**src/rtl/wb_trace_buffer_pkg.sv**
```systemverilog
// Shared field widths and entry layout for the write-back trace buffer.
// Define WB_TRACE_PC_EN to store the committing PC alongside each entry.
package wb_trace_buffer_pkg;

    localparam int REG_W  = 5;
    localparam int DATA_W = 32;
    localparam int PC_W   = 32;

    localparam logic [REG_W-1:0] ZERO_REG = '0;

    typedef struct packed {
`ifdef WB_TRACE_PC_EN
        logic [PC_W-1:0]   pc;
`endif
        logic [REG_W-1:0]  rd;
        logic [DATA_W-1:0] data;
    } entry_t;

    localparam int ENTRY_W = $bits(entry_t);

endpackage

```
**src/rtl/wb_trace_buffer_if.sv**
```systemverilog
// Drain-side valid/ready stream carrying the head trace entry.
interface wb_trace_buffer_if;
    import wb_trace_buffer_pkg::*;

    logic              out_valid;
    logic              out_ready;
    logic [REG_W-1:0]  out_reg;
    logic [DATA_W-1:0] out_data;
    logic [PC_W-1:0]   out_pc;

    modport master (
        output out_valid,
        output out_reg,
        output out_data,
        output out_pc,
        input  out_ready
    );

    modport slave (
        input  out_valid,
        input  out_reg,
        input  out_data,
        input  out_pc,
        output out_ready
    );

endinterface

```
**src/rtl/trace_fifo_ram.sv**
```systemverilog
// Trace storage: synchronous write port, asynchronous read port.
module trace_fifo_ram #(
    parameter int DEPTH = 16,
    parameter int WIDTH = 37
) (
    input  logic                     clk,
    input  logic                     we,
    input  logic [$clog2(DEPTH)-1:0] waddr,
    input  logic [WIDTH-1:0]         wdata,
    input  logic [$clog2(DEPTH)-1:0] raddr,
    output logic [WIDTH-1:0]         rdata
);

    logic [WIDTH-1:0] mem [DEPTH];

    always_ff @(posedge clk) begin
        if (we) begin
            mem[waddr] <= wdata;
        end
    end

    assign rdata = mem[raddr];

endmodule

```
**src/rtl/wb_trace_buffer.sv**
```systemverilog
// Captures committed register writes into a show-ahead FIFO drained by valid/ready.
// WB_TRACE_PC_EN adds the committing PC to every entry and drives out_pc.
module wb_trace_buffer
    import wb_trace_buffer_pkg::*;
#(
    parameter int DEPTH = 16,
    parameter int CNT_W = 16
) (
    input  logic                     clk,
    input  logic                     rst,
    input  logic                     wb_we,
    input  logic [REG_W-1:0]         wb_reg,
    input  logic [DATA_W-1:0]        wb_data,
    input  logic [PC_W-1:0]          wb_pc,
    input  logic                     freeze,
    input  logic                     clr_ovf,
    wb_trace_buffer_if.master        drain,
    output logic [$clog2(DEPTH):0]   level,
    output logic                     overflow,
    output logic [CNT_W-1:0]         drop_count
);

    localparam int AW = $clog2(DEPTH);
    localparam logic [CNT_W-1:0] CNT_MAX = '1;

    logic [AW:0]        wr_ptr;
    logic [AW:0]        rd_ptr;
    logic               empty;
    logic               full;
    logic               cap;
    logic               pop;
    logic               push;
    logic               drop;
    entry_t             wr_e;
    entry_t             rd_e;
    logic [ENTRY_W-1:0] rd_raw;

    assign empty = (wr_ptr == rd_ptr);
    assign full  = (wr_ptr[AW] != rd_ptr[AW]) &&
                   (wr_ptr[AW-1:0] == rd_ptr[AW-1:0]);
    assign level = wr_ptr - rd_ptr;

    assign cap  = wb_we && (wb_reg != ZERO_REG) && !freeze;
    assign pop  = !empty && drain.out_ready;
    assign push = cap && (!full || pop);
    assign drop = cap && full && !pop;

    always_comb begin
        wr_e      = '0;
        wr_e.rd   = wb_reg;
        wr_e.data = wb_data;
`ifdef WB_TRACE_PC_EN
        wr_e.pc   = wb_pc;
`endif
    end

    trace_fifo_ram #(
        .DEPTH (DEPTH),
        .WIDTH (ENTRY_W)
    ) u_ram (
        .clk   (clk),
        .we    (push),
        .waddr (wr_ptr[AW-1:0]),
        .wdata (wr_e),
        .raddr (rd_ptr[AW-1:0]),
        .rdata (rd_raw)
    );

    assign rd_e = entry_t'(rd_raw);

    // RAM is never cleared, so the head is masked while nothing is valid
    assign drain.out_valid = !empty;
    assign drain.out_reg   = empty ? '0 : rd_e.rd;
    assign drain.out_data  = empty ? '0 : rd_e.data;
`ifdef WB_TRACE_PC_EN
    assign drain.out_pc    = empty ? '0 : rd_e.pc;
`else
    logic unused_pc;
    assign unused_pc       = ^wb_pc;
    assign drain.out_pc    = '0;
`endif

    always_ff @(posedge clk) begin
        if (!rst) begin
            wr_ptr <= '0;
            rd_ptr <= '0;
        end else begin
            if (push) begin
                wr_ptr <= wr_ptr + 1'b1;
            end
            if (pop) begin
                rd_ptr <= rd_ptr + 1'b1;
            end
        end
    end

    // A clear in the same cycle as a drop wins; that drop goes uncounted
    always_ff @(posedge clk) begin
        if (!rst) begin
            overflow   <= 1'b0;
            drop_count <= '0;
        end else if (clr_ovf) begin
            overflow   <= 1'b0;
            drop_count <= '0;
        end else if (drop) begin
            overflow <= 1'b1;
            if (drop_count != CNT_MAX) begin
                drop_count <= drop_count + 1'b1;
            end
        end
    end

endmodule

```
**src/flat_wrapper.sv**
```systemverilog
// flat-port wrapper written by rule: the top's interface ports become plain ports
module wb_trace_buffer_flat import wb_trace_buffer_pkg::*;
#(
    parameter int DEPTH = 16,
    parameter int CNT_W = 16
)
  (clk, rst, wb_we, wb_reg, wb_data, wb_pc, freeze, clr_ovf, level, overflow, drop_count, drain_out_valid, drain_out_reg, drain_out_data, drain_out_pc, drain_out_ready);
  wb_trace_buffer_if drain_i ();
  input  logic clk;
  input  logic rst;
  input  logic wb_we;
  input  logic [REG_W-1:0] wb_reg;
  input  logic [DATA_W-1:0] wb_data;
  input  logic [PC_W-1:0] wb_pc;
  input  logic freeze;
  input  logic clr_ovf;
  output logic [$clog2(DEPTH):0] level;
  output logic overflow;
  output logic [CNT_W-1:0] drop_count;
  output wire logic [$bits(drain_i.out_valid)-1:0] drain_out_valid;
  output wire logic [$bits(drain_i.out_reg)-1:0] drain_out_reg;
  output wire logic [$bits(drain_i.out_data)-1:0] drain_out_data;
  output wire logic [$bits(drain_i.out_pc)-1:0] drain_out_pc;
  input wire logic [$bits(drain_i.out_ready)-1:0] drain_out_ready;
  assign drain_out_valid = drain_i.out_valid;
  assign drain_out_reg = drain_i.out_reg;
  assign drain_out_data = drain_i.out_data;
  assign drain_out_pc = drain_i.out_pc;
  assign drain_i.out_ready = drain_out_ready;
  wb_trace_buffer #(.DEPTH(DEPTH), .CNT_W(CNT_W)) u_core (.clk(clk), .rst(rst), .wb_we(wb_we), .wb_reg(wb_reg), .wb_data(wb_data), .wb_pc(wb_pc), .freeze(freeze), .clr_ovf(clr_ovf), .drain(drain_i), .level(level), .overflow(overflow), .drop_count(drop_count));
endmodule
```
**config.mk**
```make
export PLATFORM = sky130hd
export DESIGN_NAME = wb_trace_buffer_flat
export DESIGN_NICKNAME = d
export VERILOG_FILES = /design/src/rtl/wb_trace_buffer_pkg.sv /design/src/rtl/wb_trace_buffer_if.sv /design/src/rtl/trace_fifo_ram.sv /design/src/rtl/wb_trace_buffer.sv /design/src/flat_wrapper.sv
export SDC_FILE = /design/constraint.sdc
export NUM_CORES = 1
export LEC_CHECK = 0
export CORE_MARGIN = 8
export CORE_UTILIZATION = 40
export CTS_BUF_LIST = sky130_fd_sc_hd__clkbuf_16
export CTS_CLUSTER_SIZE = 14
export DETAILED_ROUTE_END_ITERATION = 8
export PLACE_DENSITY = 0.58
export SETUP_SLACK_MARGIN = 0.15
export SYNTH_ARGS = -nofsm -noshare
export SYNTH_HDL_FRONTEND = slang
export SYNTH_SLANG_ARGS = --single-unit
```
**constraint.sdc**
```tcl
create_clock -name clk -period 4.91 [get_ports clk]
set_input_delay 0.491 -clock clk [delete_from_list [all_inputs] [get_ports clk]]
set_output_delay 0.491 -clock clk [all_outputs]
set_load 0.03 [all_outputs]
```
==> impl_metrics.toml, run 1 <==
[run_status]
status = "finished clean"

[floorplanning]
rows = 90
io_pins = 167
coreArea_sq_um = 60130
die_h_microns = 262.1
start_util = 0.4030
die_area_sq_um = 68710
die_w_microns = 262.1

[timing]
fmax_ghz = 0.2451
setup_tns_ns = 0
min_period_over_period = 0.8309
clock_skew_ns = 0.01820
period_needed_ns = 4.080
drv_slew = 0
worst_slack_ns = 0.8303
setup-violations-final = 0
slew_headroom = 0.2757
worst_pin_slew_ns = 1.084
hold_viol_final = 0
rsz0062_at_grt = "no"

[clock_tree]
clk_latency_ns = 0.61
clk_pin_slew_ns = 0.06
hold_buffers = 0
postCtsResizedCells = 0
cts_made_buffers = 59
numClockSinks = 623
post_cts_buffers = 0
cts_buffer_depth = 3
clk_root_buffer_cell = "clkbuf_16"
tritoncts = "yes"
htreeDepth = 2

[critical_path]
worstPathCellList = "ha_1 -> and4_1 -> nand2_1 -> nand2_2 -> buf_4 -> o22ai_1 -> clkdlybuf4s50_1"
critPathKind = "flop to primary output"
cp_max_fo = 17
end_kind = "primary output"
cp_slowest_cell = "clkdlybuf4s50_1"
max_stage_delay_ns = 0.76
cp-start-kind = "flop"
crit_required_ns = 4.42
arrival_ns = 3.59

[synthesis]
ys.warnings.count = 0
synthTopCellsByArea = "edfxtp_1 (73%), mux4_2 (14%), mux2i_1 (3.1%), dfxtp_1 (2.6%), buf_4 (0.99%)"
synth.top_cell.area_share = 0.7337
netlist.top_cell.by_area = "edfxtp_1"
async_flop_share = 0
synth_cell_types = 39
ys_ff_latch = 623
syn_inst = 1140
syn_area_sq_um = 24230
ys_seq_area_frac = 0.7593
synth-edff-count = 592
avgSynthCellArea_sq_um = 21.26
synthFlopType = "edfxtp_1"

[route]
firstDrtPassIters = 5
vias = 11280
viasPerCell = 5.347
avgRoutedWirePerCell_microns = 24.59
drt_iter0_markers = 896
postRouteAntennaNets = 0
drc = 0
routed_wl_microns = 51860

[cells_and_area]
syn2layout_area_growth_pct = 16.43
layout_commonest_cell = "edfxtp_1"
final_layout_size_suffix_gt1_frac = 0.2143
n_fill_cell = 5001
final_area_sq_um = 28210
fin_cells = 2109
final_cell_mix = "edfxtp_1 (592), mux4_2 (148), clkdlybuf4s50_1 (102), mux2i_1 (76), clkbuf_16 (61)"
finalNetCount = 1370

[grt]
overflow = 0
grt_max_degree = 65
track_usage = 0.1514
first_global_vias = 12020
antenna_found_initial = 3
grt_pass1_wl_microns = 77100

[place]
dpl_worst_slack_ns = 0.6886
place.gp.congestion = 0.7371
portBuffers = 102
place_inst = 2005
dpl_cell_area_sq_um = 26410
dp_hpwl_microns = 27870

[run]
drv_cap = 0

[power_and_ir_drop]
ir_worst_vdd_mv = 0.2787
power_density_nw_per_um2 = 410.3
p_leak_nw = 8.518

[min_path]
hold_class = "flop to flop"
-- layer usage --
metal	vias to the layer above	global-route usage	part of all wire
met1	6007	0.1969	0.43
met3	61	0.02870	0.048
met4	2	0.03490	0.017
met5	-	0	0.00025
met2	228	0.2626	0.51
li1	4978	-	-
-- sequential cells by signal, indices dropped and copies added, names as in the netlist, named ones only --
signal	count
u_core.drop_count	16
u_core.wr_ptr	5
u_core.u_ram.mem	592
u_core.rd_ptr	5
u_core.overflow	1
-- area by class of cell --
cell class              count  area (sq um)  area share
clock buffers              61          1526     0.05411
clock inverters            41         267.8    0.009491
flip-flops and latches    623         18410      0.6525
inverters                   7         26.28   0.0009313
well taps                 782         978.4     0.03468
diodes                      2         5.005   0.0001774
multi-input cells         453          5568      0.1974
repair buffers            140          1431     0.05074
-- per-stage QoR --
| stage | total power, mW | utilization | hold WS [ns] |
|---|---|---|---|
| floorplan | 6.958 | - | 0.5367 |
| global placement | 7.458 | 0.4392 | 0.4948 |
| detailed placement | 7.467 | 0.4392 | 0.4887 |
| CTS | 11.73 | 0.4691 | 0.5046 |
| global route | 11.98 | 0.4691 | 0.5457 |
| finish | 11.58 | 0.4692 | 0.5025 |
-- path summary, 6_finish.rpt --
| path | startpoint | end | slack [ns] | cells after the start |
|---|---|---|---|---|
| worst max-delay path | u_core.wr_ptr[2]$_SDFFE_PN0P_ | drain_out_data[31] | 0.83 | 7 |
| worst max register to register | u_core.wr_ptr[2]$_SDFFE_PN0P_ | u_core.u_ram.mem[9][24]$_DFFE_PP_ | 1.35 | 7 |
| worst min register to register | u_core.overflow$_SDFFE_PP0P_ | u_core.overflow$_SDFFE_PP0P_ | 0.50 | 2 |
| worst min-delay path | u_core.overflow$_SDFFE_PP0P_ | u_core.overflow$_SDFFE_PP0P_ | 0.50 | 2 |
-- report_power, final --
part           switching [mW]  internal [mW]
Sequential             0.0567           5.85
Combinational           0.767          0.653
Clock                    1.87           2.38
-- synth_stat cells (2+ instances only) --
cell      count
buf_2        14
and4_1        3
a21oi_1      15
nand2_1      14
o22ai_1      37
nand2b_1      4
mux4_2      148
clkbuf_1     33
buf_4        32
inv_1         7
buf_1         9
or4_1         4
dfxtp_1      31
xor2_1        7
nor2b_1       4
nand3_1      11
edfxtp_1    592
xnor2_1       9
and2_1        9
or3_1         9
mux2i_1      76
nor2_1       20
ha_1         10
a21o_1        2
nor3_1        8
nand4_1      11
o21ai_0       9
-- logic make-up (layout without fill, tap and decap cells) --
family | after synthesis | count (layout) | synth area share
multiplexers | 224 | 224 | 0.1690
flip-flops | 623 | 623 | 0.7593
adder cells (fa/ha/maj) | 11 | 11 | 0.005990
AO/OA/AOI/OAI | 70 | 70 | 0.01740
AND/OR/NAND/NOR | 100 | 100 | 0.02205
other | 1 | 34 | 0.0001548
buffers and inverters | 95 | 249 | 0.02040
XOR/XNOR | 16 | 16 | 0.005784
-- worst max-delay path: cells and delay by family, from the launching register on --
family          cells  cell delay (ns)
flops               1             0.63
fa+ha+maj           1             0.37
buf+inv             2             1.03
compound gates      1             0.38
simple gates        3             0.56
No activity file was read; power rests on OpenSTA's default activity.
==> run 2: changes to the inputs <==
--- a/config.mk
+++ b/config.mk
@@ -10,7 +10,7 @@
 export CTS_BUF_LIST = sky130_fd_sc_hd__clkbuf_16
 export CTS_CLUSTER_SIZE = 14
 export DETAILED_ROUTE_END_ITERATION = 8
-export PLACE_DENSITY = 0.58
+export PLACE_DENSITY = 0.6
 export SETUP_SLACK_MARGIN = 0.15
 export SYNTH_ARGS = -nofsm -noshare
 export SYNTH_HDL_FRONTEND = slang
==> constraint.sdc (replaced) <==
create_clock -name clk -period 3.5 [get_ports clk]
set_input_delay 0.35 -clock clk [delete_from_list [all_inputs] [get_ports clk]]
set_output_delay 0.35 -clock clk [all_outputs]
set_load 0.03 [all_outputs]
==> run 2 against run 1 <==
Net effect: largest cell class unchanged; highest routed layer unchanged; wire length increased by 3.0%; non-clock buffer count increased by 25; combinational power increased by 49%; critical endpoint is now drain_out_data[3].
==> impl_metrics.toml, run 2 (synthesis results as in run 1) <==
[clock_tree]
clk_latency_ns = 0.59
tritoncts = "yes"
numClockSinks = 623
htreeDepth = 3
cts_made_buffers = 66
cts_buffer_depth = 3
clk_root_buffer_cell = "clkbuf_16"
hold_buffers = 0
clk_pin_slew_ns = 0.06

[cells_and_area]
largest_reg_flops = 592
seqCellArea_sq_um = 18410
layout_commonest_cell = "edfxtp_1"
regMostFlops = "u_core.u_ram.mem"
final_layout_size_suffix_gt1_frac = 0.2632
syn2layout_area_growth_pct = 19.45
final_area_sq_um = 28940
final_util = 0.4813
final_cell_mix = "edfxtp_1 (592), mux4_2 (148), mux2i_1 (76), clkbuf_16 (69), clkdlybuf4s50_1 (64)"
multi_input_area_sq_um = 5630
n_fill_cell = 4946
finalNetCount = 1402
reg.largest.list = "u_core.u_ram.mem (592), u_core.drop_count (16)"
diodes = 0

[timing]
setup_tns_ns = 0
clock_skew_ns = 0.02213
fmax_ghz = 0.3102
worst_pin_slew_ns = 1.055
period_needed_ns = 3.224
slew_headroom = 0.2953
rsz0062_at_grt = "yes"
setup-violations-final = 0
drv_slew = 0
worst_slack_ns = 0.2759
min_period_over_period = 0.9212
hold_viol_final = 0

[route]
postRouteAntennaNets = 0
drc = 0
avgRoutedWirePerCell_microns = 24.88
firstDrtPassIters = 5
viasPerCell = 5.400
vias = 11590
routed_wl_microns = 53390
drt_iter0_markers = 905

[critical_path]
critPathKind = "flop to primary output"
worstPathCellList = "inv_1 -> ha_1 -> and4_1 -> nand2_2 -> nand2_4 -> buf_6 -> o22ai_1 -> buf_4"
max_stage_delay_ns = 0.38
arrival_ns = 2.87
end_kind = "primary output"
cp-start-kind = "flop"
worstReg2RegStart = "u_core.wr_ptr[0]$_SDFFE_PN0P_"
setup.worst_path.start = "u_core.wr_ptr[0]$_SDFFE_PN0P_"
cp_slowest_cell = "dfxtp_1"
rr_worst_depth = 9
crit_required_ns = 3.15
cp_max_fo = 22

[grt]
grt_max_degree = 67
overflow = 0
grt_pass1_wl_microns = 79830
antenna_found_initial = 2
track_usage = 0.1569
first_global_vias = 12350

[power_and_ir_drop]
power_mw = 17.00
p_leak_nw = 8.945
power_density_nw_per_um2 = 587.5
ir_worst_vdd_mv = 0.3036

[run_status]
status = "finished clean"

[floorplanning]
die_area_sq_um = 68710
rows = 90
start_util = 0.4030
coreArea_sq_um = 60130
die_h_microns = 262.1
die_w_microns = 262.1
io_pins = 167

[place]
portBuffers = 102
dpl_worst_slack_ns = 0.1119
dpl_cell_area_sq_um = 26830
place.gp.congestion = 0.7375
dp_hpwl_microns = 30350

[min_path]
min_from = "u_core.overflow$_SDFFE_PP0P_"
worstHoldPathCells = 2
hold_class = "flop to flop"

[run]
drv_cap = 0
-- run 2: changes by cell type in the layout (fill, tap and decap cells not counted), sizes merged, moves of 2 or more --
cell	previous run	this run
clkdlybuf4s15	0	3
diode	2	0
clkbuf	61	74
clkdlybuf4s50	102	64
dlygate4sd2	0	5
dlymetal6s2s	0	3
buf	38	85
clkinv	23	30
inv	21	18
-- run 2: power by group --
part           total (mW)  switching (mW)  leakage [nW]  internal [mW]
logic                2.12            1.16          2.31          0.958
registers            8.24          0.0394          5.58           8.21
clock network        6.64            2.78          1.05           3.86
-- run 2: metrics by stage --
stage	hold WS [ns]	instances
floorplan	0.4489	1171
global placement	0.4993	2029
detailed placement	0.5047	2029
CTS	0.5112	2145
global route	0.5401	2146
finish	0.5078	2146
-- run 2: area by class of cell --
cell class                      instances  share of cell area
Inverter                                7           0.0009078
Tap cell                              782             0.03380
Clock inverter                         47             0.01128
Sequential cell                       623              0.6360
Multi-Input combinational cell        453              0.1945
Timing Repair Buffer                  165             0.06380
Clock buffer                           69             0.05966
-- run 2: worst paths after layout --
path                                   endpoint  slack [ns]
max                           drain_out_data[3]        0.28
min                u_core.overflow$_SDFFE_PP0P_        0.51
max reg2reg  u_core.u_ram.mem[13][32]$_DFFE_PP_        0.46
min reg2reg        u_core.overflow$_SDFFE_PP0P_        0.51
-- run 2: worst max-delay path, delay by kind of cell, from the launching register on --
family	cells	cell delay [ns]
AND/OR/NAND/NOR	3	0.64
flip-flops	1	0.38
AO/OA/AOI/OAI	1	0.23
buffers and inverters	3	0.68
adder cells (fa/ha/maj)	1	0.35
-- run 2: per-layer routing --
| layer | part of all wire | vias to the layer above | global-route usage |
|---|---|---|---|
| met2 | 0.49 | 306 | 0.2579 |
| met1 | 0.44 | 6175 | 0.2151 |
| li1 | - | 5040 | - |
| met3 | 0.055 | 63 | 0.02890 |
| met5 | 0.00060 | - | 0 |
| met4 | 0.014 | 4 | 0.04185 |
-- run 2: repair_timing --
item / 4_1_cts / 5_1_grt
buffers inserted: 0 / 1
resized for setup: 23 / 18
setup endpoints to repair: 37 / 19
hold endpoints to repair: 0 / 0
==> run 3: changes to the inputs <==
--- a/config.mk
+++ b/config.mk
@@ -15,3 +15,4 @@
 export SYNTH_ARGS = -nofsm -noshare
 export SYNTH_HDL_FRONTEND = slang
 export SYNTH_SLANG_ARGS = --single-unit
+export TNS_END_PERCENT = 5
==> run 3 against run 2 <==
Net effect: non-clock buffer count rose by 7; sequential share of layout area rose by 0.14 points; worst setup slack got worse by 0.029 ns; global-route usage barely moved; cell area fell by 0.22%.
==> impl_metrics.toml, run 3 (synthesis results as in run 1) <==
[run_status]
status = "finished clean"

[timing]
min_period_over_period = 0.9294
slew_headroom = 0.2656
clock_skew_ns = 0.03017
fmax_ghz = 0.3074
rsz0062_at_grt = "yes"
worst_slack_ns = 0.2470
drv_slew = 0
setup-violations-final = 0
period_needed_ns = 3.253
worst_pin_slew_ns = 1.099
hold_viol_final = 0
timing.hold.ws_ns = 0.5021

[cells_and_area]
final_layout_size_suffix_gt1_frac = 0.2551
n_fill_cell = 4971
syn2layout_area_growth_pct = 19.19
finalNetCount = 1410
reg.largest.list = "u_core.u_ram.mem (592), u_core.drop_count (16)"
final_cell_mix = "edfxtp_1 (592), mux4_2 (148), mux2i_1 (76), clkbuf_16 (71), clkdlybuf4s50_1 (65)"
final_area_sq_um = 28880
regMostFlops = "u_core.u_ram.mem"
largest_reg_flops = 592
fin_cells = 2157
layout_commonest_cell = "edfxtp_1"

[clock_tree]
clk_pin_slew_ns = 0.06
htreeDepth = 3
clk_root_buffer_cell = "clkbuf_16"
clk_latency_ns = 0.59
cts_made_buffers = 67
numClockSinks = 623
cts_buffer_depth = 3
tritoncts = "yes"

[power_and_ir_drop]
clkPwrFrac = 0.392
ir_worst_vdd_mv = 0.4076
seqPwrFrac = 0.483
power_mw = 17.07
p_switching_mw = 3.985
pwr-share-comb = 0.125
p_leak_nw = 8.989
power_density_nw_per_um2 = 591.0
intPower_mw = 13.08
p_sw_frac = 0.2335

[place]
portBuffers = 102
dpl_cell_area_sq_um = 26750
dp_hpwl_microns = 30210
place.gp.congestion = 0.7235
place_inst = 2034
dpl_worst_slack_ns = 0.1087

[grt]
overflow = 0
grt_pass1_wl_microns = 79660
antenna_found_initial = 4
grt_max_degree = 51
track_usage = 0.1566
first_global_vias = 12420

[critical_path]
critPathKind = "flop to primary output"
cp_max_fo = 4
arrival_ns = 2.90
crit_required_ns = 3.15
cp-start-kind = "flop"
end_kind = "primary output"

[floorplanning]
io_pins = 167
rows = 90
coreArea_sq_um = 60130
die_area_sq_um = 68710
start_util = 0.4030
die_w_microns = 262.1
die_h_microns = 262.1

[route]
viasPerCell = 5.421
drt_iter0_markers = 891
vias = 11690
routed_wl_microns = 53160
firstDrtPassIters = 5
postRouteAntennaNets = 0
drc = 0
avgRoutedWirePerCell_microns = 24.64

[min_path]
hold_class = "flop to flop"

[run]
drv_cap = 0
==> run 3: metal layers <==
| layer | part of all wire | wire [microns] | track usage | vias to the layer above |
|---|---|---|---|---|
| met5 | 0.00024 | 13 | 0 | - |
| met4 | 0.016 | 865 | 0.04510 | 2 |
| met3 | 0.047 | 2485 | 0.02707 | 72 |
| met2 | 0.49 | 26200 | 0.2589 | 303 |
| met1 | 0.44 | 23590 | 0.2131 | 6249 |
| li1 | - | - | - | 5067 |
==> run 3: area by class of cell <==
type,count,area (sq um),area share
antenna,3,7.507,0.0002599
clock buffer,71,1777,0.06152
clock inverter,46,319.1,0.01105
inverter,7,26.28,0.0009098
multi-input combinational,453,5588,0.1935
sequential,623,18410,0.6374
tap,782,978.4,0.03388
timing repair buffer,172,1777,0.06152
==> run 3: worst max-delay path, cell delays in order (launching register included) <==
cell and delay [ns]:
dfxtp_1 0.33, inv_1 0.15, ha_1 0.17, inv_1 0.06
fa_1 0.40, a21o_1 0.17, a21oi_1 0.17, xnor2_1 0.16
clkdlybuf4s50_1 0.71
==> run 3: stage by stage <==
stage                     TNS [ns]  utilization
after floorplan            -118.05            -
after global placement           0       0.4449
after detailed placement         0       0.4449
after CTS                        0       0.4793
after global routing             0       0.4802
final                            0       0.4803
==> run 3: power groups by stage <==
stage	Clock (mW)	Sequential [mW]	Combinational (mW)
CTS	6.85	8.24	2.15
detailed placement	0	8.40	2.19
global placement	0	8.39	2.18
floorplan	0	8.38	1.38
global route	7.15	8.24	2.30
finish	6.69	8.24	2.14
==> run 3: what timing repair did <==
item / CTS / global route
buffers inserted: 0 / 3
resized for setup: 53 / 1
pin swaps: 0 / 0
hold buffers: 0 / 0
endpoints found under the setup margin: 37 / 32
==> run 3: worst paths after layout <==
kind	start	to	slack (ns)	cells past startpoint
worst min-delay path	u_core.overflow$_SDFFE_PP0P_	u_core.overflow$_SDFFE_PP0P_	0.50	2
worst min register to register	u_core.overflow$_SDFFE_PP0P_	u_core.overflow$_SDFFE_PP0P_	0.50	2
worst max register to register	u_core.wr_ptr[0]$_SDFFE_PN0P_	u_core.u_ram.mem[4][16]$_DFFE_PP_	0.44	9
worst max-delay path	u_core.wr_ptr[0]$_SDFFE_PN0P_	level[4]	0.25	8
